### src/rtl/hazard_scoreboard_fwd.sv
// hazard_scoreboard_fwd: shadow destination-tag pipeline that produces the ID
// load-use stall and the EX operand-forwarding selects and operands.
module hazard_scoreboard_fwd #(
    parameter int DATA_W     = 8,
    parameter int REG_AW     = 3,
    parameter int MEM_STAGES = 1,
    parameter bit R0_ZERO    = 1'b0
) (
    input  logic                               clk_i,
    input  logic                               reset_ni,
    input  logic                               id_valid_i,
    input  logic [REG_AW-1:0]                  id_rs1_i,
    input  logic [REG_AW-1:0]                  id_rs2_i,
    input  logic                               id_use_rs1_i,
    input  logic                               id_use_rs2_i,
    input  logic [REG_AW-1:0]                  id_rd_i,
    input  logic                               id_regwrite_i,
    input  logic                               id_is_load_i,
    input  logic                               flush_i,
    input  logic [DATA_W-1:0]                  ex_rf_a_i,
    input  logic [DATA_W-1:0]                  ex_rf_b_i,
    input  logic [DATA_W*(MEM_STAGES+2)-1:0]   stage_data_i,
    output logic                               stall_o,
    output logic                               ex_valid_o,
    output logic [DATA_W-1:0]                  ex_opa_o,
    output logic [DATA_W-1:0]                  ex_opb_o,
    output logic [$clog2(MEM_STAGES+3)-1:0]    ex_sel_a_o,
    output logic [$clog2(MEM_STAGES+3)-1:0]    ex_sel_b_o,
    output logic                               fwd_err_o
);
    localparam int K  = MEM_STAGES;
    localparam int NS = K + 3;
    localparam int SW = $clog2(K + 3);

    logic [NS-1:0]             v_q, rw_q, ld_q, v_d;
    logic [NS-1:0][REG_AW-1:0] rd_q;
    logic [REG_AW-1:0]         rs1_q, rs2_q;
    logic                      u1_q, u2_q, err_q, err_d;
    logic                      hz, bad_a, bad_b;

    function automatic logic is_r0(input logic [REG_AW-1:0] r);
        return R0_ZERO && r == '0;
    endfunction

    // Only loads still short of WB can cause a stall
    always_comb begin
        hz = 1'b0;
        for (int p = 0; p < K; p++)
            if (v_q[p] && rw_q[p] && ld_q[p] && !is_r0(rd_q[p]) &&
                ((id_use_rs1_i && id_rs1_i == rd_q[p]) || (id_use_rs2_i && id_rs2_i == rd_q[p])))
                hz = 1'b1;
        stall_o = hz && id_valid_i && !flush_i;
    end

    // Scan oldest to youngest so the youngest match is left standing
    always_comb begin
        ex_sel_a_o = '0;
        ex_sel_b_o = '0;
        ex_opa_o   = ex_rf_a_i;
        ex_opb_o   = ex_rf_b_i;
        bad_a      = 1'b0;
        bad_b      = 1'b0;
        for (int p = NS - 1; p >= 1; p--) begin
            if (v_q[0] && u1_q && !is_r0(rs1_q) && v_q[p] && rw_q[p] && rd_q[p] == rs1_q) begin
                bad_a      = ld_q[p] && p <= K;
                ex_sel_a_o = bad_a ? '0 : SW'(p);
                ex_opa_o   = bad_a ? ex_rf_a_i : stage_data_i[(p-1)*DATA_W +: DATA_W];
            end
            if (v_q[0] && u2_q && !is_r0(rs2_q) && v_q[p] && rw_q[p] && rd_q[p] == rs2_q) begin
                bad_b      = ld_q[p] && p <= K;
                ex_sel_b_o = bad_b ? '0 : SW'(p);
                ex_opb_o   = bad_b ? ex_rf_b_i : stage_data_i[(p-1)*DATA_W +: DATA_W];
            end
        end
    end

    assign v_d        = {v_q[NS-2:0], id_valid_i && !stall_o && !flush_i};
    assign err_d      = err_q || bad_a || bad_b;
    assign ex_valid_o = v_q[0];
    assign fwd_err_o  = err_q;

    always_ff @(posedge clk_i) begin
        if (!reset_ni) begin
            v_q   <= '0;
            err_q <= 1'b0;
        end else begin
            v_q   <= v_d;
            err_q <= err_d;
        end
        rw_q  <= {rw_q[NS-2:0], id_regwrite_i};
        ld_q  <= {ld_q[NS-2:0], id_is_load_i};
        rd_q  <= {rd_q[NS-2:0], id_rd_i};
        rs1_q <= id_rs1_i;
        rs2_q <= id_rs2_i;
        u1_q  <= id_use_rs1_i;
        u2_q  <= id_use_rs2_i;
    end
endmodule

### config.mk
export PLATFORM = sky130hd
export DESIGN_NAME = hazard_scoreboard_fwd
export DESIGN_NICKNAME = d
export VERILOG_FILES = /design/src/rtl/hazard_scoreboard_fwd.sv
export SDC_FILE = /design/constraint.sdc
export NUM_CORES = 1
export LEC_CHECK = 0
export CAP_MARGIN = 30
export CORE_MARGIN = 5
export CORE_UTILIZATION = 34
export DETAILED_ROUTE_END_ITERATION = 16
export GPL_TIMING_DRIVEN = 0
export PLACE_DENSITY = 0.78
export REMOVE_ABC_BUFFERS = 1
export SLEW_MARGIN = 20
export SYNTH_ARGS = -nofsm -noshare
export SYNTH_HDL_FRONTEND = slang
export SYNTH_SLANG_ARGS = --single-unit
export TNS_END_PERCENT = 30
### constraint.sdc
create_clock -name clk_i -period 4 [get_ports clk_i]
set_input_delay 0.8 -clock clk_i [delete_from_list [all_inputs] [get_ports clk_i]]
set_output_delay 0.8 -clock clk_i [all_outputs]
set_load 0.02 [all_outputs]
# --- After elaboration in Yosys (flattened, before gate mapping) ---
# Cells that the tools add are included.
# Widths: inputs -> output; s select.
classes:
  addsub: 0
  mul: 0
  n_div: 0
  n_lt_le_gt_ge: 0
  n_eq_ne: 8
  shift: 0
  mux: 18
  n_bitwise: 0
  n_reduce_logical: 34
op_table:
  columns: ["operator", "n"]
  rows:
  - ["$mux 8", 8]
  - ["$logic_and 1x1->1", 29]
  - ["$eq 3x3->1", 8]
  - ["$mux 2", 6]
  - ["$mux 1", 4]
  - ["$logic_or 1x1->1", 3]
  - ["$logic_not 1->1", 2]
totals:
  reg_bits: 31
  latch_bits: 0
  ram_bits: 0
  rom_bits: 0
  input_bits: 57
  output_inout_bits: 23
  elab_cells: 72
  n_memories: 0

# --- Logic depth before layout (Yosys ltp) ---
# Gate-level depths: netlist (run 1).
depth:
  word_depth: 10
  mapped_depth: 5
  ltp_nobuf: 4

# --- Worst setup path after synthesis (run 1) ---
# Ideal clock, no wire load.
synth_timing:
  kind: "flip-flop to output port"
  startpoint: "reg v_q[0]"
  endpoint: "out ex_sel_b_o[1]"
  arrival_ps: 1785
  t_required_ps: 3200
  setup_slack_ps: 1415
  stages_incl_launch_ff: 5
  n_path_buf: 1
  path_cell_list: "dfxtp_1 nand4_1 or4_1 buf_2 a21oi_1"
synth_between:
  elab_chain_cells: 7
  elab_cells_between_ends: 13
  classes_between: "3 x mux; 10 x reduce/logical"
synth_lines:
  columns: ["item", "line", "rtl"]
  rows:
  - ["start, declared", "35", "logic [NS-1:0] v_q, rw_q, ld_q, v_d;"]
  - ["start signal, assigned", "87", "v_q <= v_d;"]
  - ["$logic_and 1x1->1 (*)", "69", "if (v_q[0] && u2_q && !is_r0(rs2_q) && v_q[p] && rw_q[p] && rd_q[p] == rs2_q) begin"]
  - ["$logic_and 1x1->1 (3 in series)", "69", null]
  - ["$mux 2 (2 in series)", "69", null]
  - ["$mux 2 (*)", "69", null]
  - ["end, declared", "28", "output logic [$clog2(MEM_STAGES+3)-1:0] ex_sel_b_o,"]
# Mark *: on every way between the ends. The rest lies on a longest branch, timed or not.

# --- Worst setup path after layout (run 1) ---
layout_timing:
  startpoint: "reg v_q[0]"
  endpoint: "out ex_opb_o[1]"
layout_between:
  elab_chain_cells: 7
  elab_cells_between_ends: 13
  classes_between: "3 x mux; 10 x reduce/logical"
layout_lines:
  columns: ["item", "line", "rtl"]
  rows:
  - ["$logic_and 1x1->1 (*)", "69", null]
  - ["$logic_and 1x1->1 (3 in series)", "69", null]
  - ["$mux 8 (2 in series)", "69", null]
  - ["$mux 8 (*)", "69", null]
  - ["end, declared", "26", "output logic [DATA_W-1:0] ex_opb_o,"]
# Marks and branches as above.

==> flow_metrics.env, run 1 <==
export IMPL_status="complete, no violations"
export IMPL_numPortBuffers=79
export IMPL_antenna_found_initial=0
export IMPL_period_share_pct=86.7
export IMPL_grtUsageTotal_pct=16.5
export IMPL_ant_nets=0
export IMPL_gp_congestion=0.752
export IMPL_arrival_ns=2.67
export IMPL_power_internal_w=0.000535
export IMPL_tns_ns=0
export IMPL_die_x_um=81.3
export IMPL_leakage_nw=0.931
export IMPL_synth_most_common_cell="a21oi_1"
export IMPL_max_freq_mhz=288
export IMPL_ys_warnings_count=0
export IMPL_initial_core_util_pct=34.5
export IMPL_ys_top_cells_by_count="a21oi_1 (34), dfxtp_1 (31), nand3_1 (24)"
export IMPL_rsz0062_at_grt="no"
export IMPL_finalHoldViolCount=0
export IMPL_cts_resized=0
export IMPL_synth_seq_area_share_pct=35.9
export IMPL_grt_remaining_overflow=0
export IMPL_rows=26
export IMPL_cts_hold_fix_buffers=0
export IMPL_die_area_um2=6600
export IMPL_cts_made_buffers=5
export IMPL_postSynthCellCount=186
export IMPL_cts_tree="done"
export IMPL_holdCritPathClass="flip-flop to flip-flop"
export IMPL_synth_main_ff_cell="dfxtp_1"
export IMPL_synth_largest_type_area_fraction_pct=35.9
export IMPL_finClkSkew_ns=0.00560
export IMPL_grt_max_degree=28
export IMPL_cts_sinks=31
export IMPL_switchingPower_w=0.000176
export IMPL_synth_area_top_cells="dfxtp_1 (36%), a21oi_1 (9.9%), a32oi_1 (8.1%)"
export IMPL_min_period_ns=3.47
export IMPL_endpoint_kind="output pin"
export IMPL_io_pins=80
export IMPL_drc_errors=0
export IMPL_crit_fanout=18
export IMPL_vias_per_cell=5.33
export IMPL_first_pass_iters=4
export IMPL_clockBufferDepth=2
export IMPL_crit_required_ns=3.20
export IMPL_post_drt_wl_per_cell_um=15.7
export IMPL_coreArea_um2=5010
export IMPL_area_delta_synth_final_pct=54.6
export IMPL_setup_viol=0
export IMPL_cp_start_kind="flip-flop"
export IMPL_drv_slew=0
export IMPL_wl_um=5280
export IMPL_clk_pin_slew_ns=0.05
export IMPL_peakVddDrop_mv=0.246
export IMPL_dp_hpwl_um=3900
export IMPL_p_per_area_nw_per_um2=266
export IMPL_postLayoutSetupSlackWorst_ns=0.533
export IMPL_relSlewSlack_pct=38.3
export IMPL_async_flop_share_pct=0
export IMPL_p_comb_share_pct=20.4
export IMPL_p_sw_share_pct=24.8
export IMPL_yosysTopAreaCell="dfxtp_1"
export IMPL_fin_nets=322
export IMPL_synth_edf_count=0
export IMPL_tightest_slew_ns=0.925
export IMPL_root_buffer="clkbuf_8"
export IMPL_synth_seq_cells=31
export IMPL_postSynthAreaPerCell_um2=9.28
export IMPL_maxCapViolations=0
export IMPL_die_h_um=81.3
export IMPL_path_class="flip-flop to output pin"
export IMPL_drtIter0Drc=62
export IMPL_cts_setup_buffers=0
export IMPL_clk_latency_ns=0.28
export IMPL_hold_ws_ns=0.356
export IMPL_htreeDepth=2
export IMPL_vias=1792
export IMPL_diodes=0
export IMPL_p_clk_share_pct=31.4
export IMPL_grt_pass1_vias=1858
export IMPL_pre_cts_slack_ns=0.554
export IMPL_grt_pass1_wl_um=8380
export IMPL_seqPwrFrac_pct=48.2
export IMPL_drive_above_1_share_pct=9.02
export IMPL_syn_cell_area_um2=1730
export IMPL_ys_types=25
[sequential cells by signal, indices dropped and copies added (netlist names)]
name       count
rs1_q          3
rd_q          12
fwd_err_o      1
v_q            4
rw_q           4
rs2_q          3
u2_q           1
ld_q           2
u1_q           1
[layout by cell type (no fill, tap or decap), drive strengths merged, types with 4 or more instances in the layout]
| cell type | netlist | routed |
|---|---|---|
| a21oi | 35 | 35 |
| a32oi | 16 | 16 |
| and4 | 4 | 4 |
| clkbuf | 2 | 8 |
| clkdlybuf4s50 | 0 | 79 |
| dfxtp | 31 | 31 |
| nand3 | 32 | 32 |
| nand4 | 9 | 9 |
| nor2b | 9 | 9 |
| nor4 | 4 | 4 |
| xnor2 | 12 | 12 |
| xor2 | 12 | 12 |
[power groups by stage]
stage	Combinational, W	Clock (W)	Sequential (W)
2_1_floorplan	0.0000596	0	0.000345
3_3_place_gp	0.000143	0	0.000348
3_5_place_dp	0.000145	0	0.000349
4_1_cts	0.000146	0.000235	0.000342
5_1_grt	0.000156	0.000251	0.000345
6_report	0.000145	0.000223	0.000342
[path summary, 6_finish.rpt]
kind / start / end / slack (ns) / depth (start not counted)
hold reg to reg: ld_q[0] / ld_q[1] / 0.36 / 0
setup / recovery: v_q[0] / ex_opb_o[1] / 0.53 / 5
hold / removal: ld_q[0] / ld_q[1] / 0.36 / 0
setup reg to reg: v_q[0] / fwd_err_o / 2.29 / 5
[logic make-up after synthesis]
kind of cell	share of synthesized area, %
buf+inv	3.26
xor+xnor	12.2
simple gates	28.1
flops	35.9
compound gates	19.3
mux	1.16
[layer usage]
| metal | up-vias | part of all wire [%] | GRT usage (%) |
|---|---|---|---|
| met2 | 76 | 48 | 29.2 |
| met4 | 0 | 2.5 | 8.45 |
| met3 | 9 | 7.6 | 3.55 |
| met1 | 834 | 42 | 18.4 |
| met5 | - | 0 | 0 |
| li1 | 873 | - | - |
[cell type report]
class                   instances  area, um^2
well taps                      70        87.6
clock inverters                 1        5.00
multi-input cells             145        1050
repair buffers                 82         831
flip-flops and latches         31         621
clock buffers                   7        76.3
fillers                       499        2340
[worst max-delay path: stages, from the launching register on]
cell and delay, ns:
dfxtp_1 0.49, and4_1 0.27, nand4_1 0.63, nand3_1 0.32, a32oi_1 0.12, clkdlybuf4s50_1 0.57
[through the flow]
stage	util, %	instance area, um^2	cells	total power, W
after floorplan	-	1670	176	0.000404
after global placement	50.9	2550	325	0.000490
after detailed placement	51.1	2560	326	0.000494
after CTS	52.7	2640	334	0.000724
after global routing	53.3	2670	336	0.000752
final	53.3	2670	336	0.000711
No activity file was read; power rests on OpenSTA's default activity.
==> inputs of run 2 (changes only) <==
--- a/config.mk
+++ b/config.mk
@@ -7,10 +7,10 @@
 export LEC_CHECK = 0
 export CAP_MARGIN = 30
 export CORE_MARGIN = 5
-export CORE_UTILIZATION = 34
+export CORE_UTILIZATION = 44
 export DETAILED_ROUTE_END_ITERATION = 16
 export GPL_TIMING_DRIVEN = 0
-export PLACE_DENSITY = 0.78
+export PLACE_DENSITY = 0.95
 export REMOVE_ABC_BUFFERS = 1
 export SLEW_MARGIN = 20
 export SYNTH_ARGS = -nofsm -noshare
==> flow_metrics.env, run 2 (synthesized netlist as in run 1, its figures left out) <==
export IMPL_top_regs="rd_q (12), rw_q (4), v_q (4)"
export IMPL_pre_cts_slack_ns=0.613
export IMPL_grtUsageTotal_pct=20.4
export IMPL_arrival_ns=2.73
export IMPL_dp_hpwl_um=4000
export IMPL_vias=1870
export IMPL_ant_nets=0
export IMPL_leakage_nw=0.952
export IMPL_path_class="flip-flop to output pin"
export IMPL_clk_latency_ns=0.27
export IMPL_area_delta_synth_final_pct=55.7
export IMPL_root_buffer="clkbuf_8"
export IMPL_diodes=0
export IMPL_grt_pass1_vias=1815
export IMPL_antenna_found_initial=0
export IMPL_largest_reg_flops=12
export IMPL_worstHoldPathCells=0
export IMPL_crit_required_ns=3.20
export IMPL_finalHoldViolCount=0
export IMPL_cts_sinks=31
export IMPL_cts_resized=0
export IMPL_cts_tree="done"
export IMPL_cp_start_kind="flip-flop"
export IMPL_rrSetupSlack_ns=2.48
export IMPL_drive_above_1_share_pct=9.40
export IMPL_dpl_cell_area_um2=2520
export IMPL_setup_viol=0
export IMPL_grt_pass1_wl_um=8630
export IMPL_drtIter0Drc=204
export IMPL_maxCapViolations=0
export IMPL_cts_made_buffers=5
export IMPL_die_h_um=72.6
export IMPL_crit_path_start="v_q[0]"
export IMPL_coreArea_um2=3740
export IMPL_grt_remaining_overflow=0
export IMPL_clk_pin_slew_ns=0.07
export IMPL_layout_common_cells="clkdlybuf4s50_1 (79), a21oi_1 (34), dfxtp_1 (31), nand3_1 (24), a32oi_1 (16)"
export IMPL_vias_per_cell=5.96
export IMPL_drv_slew=0
export IMPL_wl_um=5570
export IMPL_htreeDepth=2
export IMPL_p_per_area_nw_per_um2=315
export IMPL_die_x_um=72.6
export IMPL_rsz0062_at_grt="no"
export IMPL_clockBufferDepth=2
export IMPL_max_freq_mhz=283
export IMPL_initial_core_util_pct=46.1
export IMPL_ff2ff_path_depth=5
export IMPL_endpoint_kind="output pin"
export IMPL_finClkSkew_ns=0.00617
export IMPL_io_pins=80
export IMPL_first_pass_iters=4
export IMPL_relSlewSlack_pct=36.8
export IMPL_hp_start="ld_q[0]"
export IMPL_layout_commonest_cell="clkdlybuf4s50_1"
export IMPL_gp_congestion=0.876
export IMPL_status="complete, no violations"
export IMPL_fin_util_pct=71.8
export IMPL_worstReg2RegStart="v_q[0]"
export IMPL_tns_ns=0
export IMPL_drc_errors=0
export IMPL_fin_nets=322
export IMPL_top_register="rd_q"
export IMPL_holdCritPathClass="flip-flop to flip-flop"
export IMPL_tightest_slew_ns=0.947
export IMPL_period_share_pct=88.3
export IMPL_rows=22
export IMPL_die_area_um2=5280
export IMPL_postLayoutSetupSlackWorst_ns=0.468
export IMPL_cts_setup_buffers=0
export IMPL_crit_fanout=9
export IMPL_cts_hold_fix_buffers=0
export IMPL_peakVddDrop_mv=0.347
export IMPL_post_drt_wl_per_cell_um=17.7
export IMPL_numPortBuffers=79
export IMPL_final_area_um2=2690
export IMPL_min_period_ns=3.53
export IMPL_grt_max_degree=28
==> run 2: changes by cell type in the layout (fill, tap and decap cells not counted) <==
cell / change
clkbuf_1: -1
clkbuf_8: -1
buf_6: +2
bufinv_16: +2
clkinv_2: -1
buf_8: -1
==> run 2: area by class of cell <==
class | count | area [um^2]
tap | 48 | 60.1
clock buffer | 6 | 72.6
sequential | 31 | 621
clock inverter | 2 | 60.1
fill | 304 | 1060
timing repair buffer | 82 | 825
multi-input combinational | 145 | 1050
==> run 2: worst paths after layout <==
kind,to
hold / removal,ld_q[1]
setup reg to reg,fwd_err_o
setup / recovery,ex_sel_a_o[1]
hold reg to reg,ld_q[1]
==> run 2: worst max-delay path: stages (launching register included) <==
cell	delay [ns]
dfxtp_1	0.48
nand4_1	0.23
or4_1	0.86
a21oi_2	0.26
clkdlybuf4s50_1	0.63
==> run 2: power by group <==
group / total, W / switching, W / leakage [nW] / internal [W]
combinational: 0.000148 / 0.0000586 / 0.626 / 0.0000891
sequential: 0.000343 / 0.0000185 / 0.260 / 0.000324
clock: 0.000357 / 0.000108 / 0.0654 / 0.000249
==> run 2: metrics by stage <==
step                cells  total power, W  hold slack, ns
floorplan             176        0.000404           0.331
global placement      303        0.000490           0.337
detailed placement    303        0.000494           0.340
CTS                   311        0.000852           0.353
global route          314        0.000885           0.369
finish                314        0.000847           0.348
==> run 2: routing by layer <==
layer / wire, um / up-vias / track usage, %
li1: - / 870 / -
met1: 2220 / 875 / 24.6
met2: 2630 / 115 / 35.6
met3: 623 / 10 / 4.68
met4: 88 / 0 / 6.76
met5: 0 / - / 0
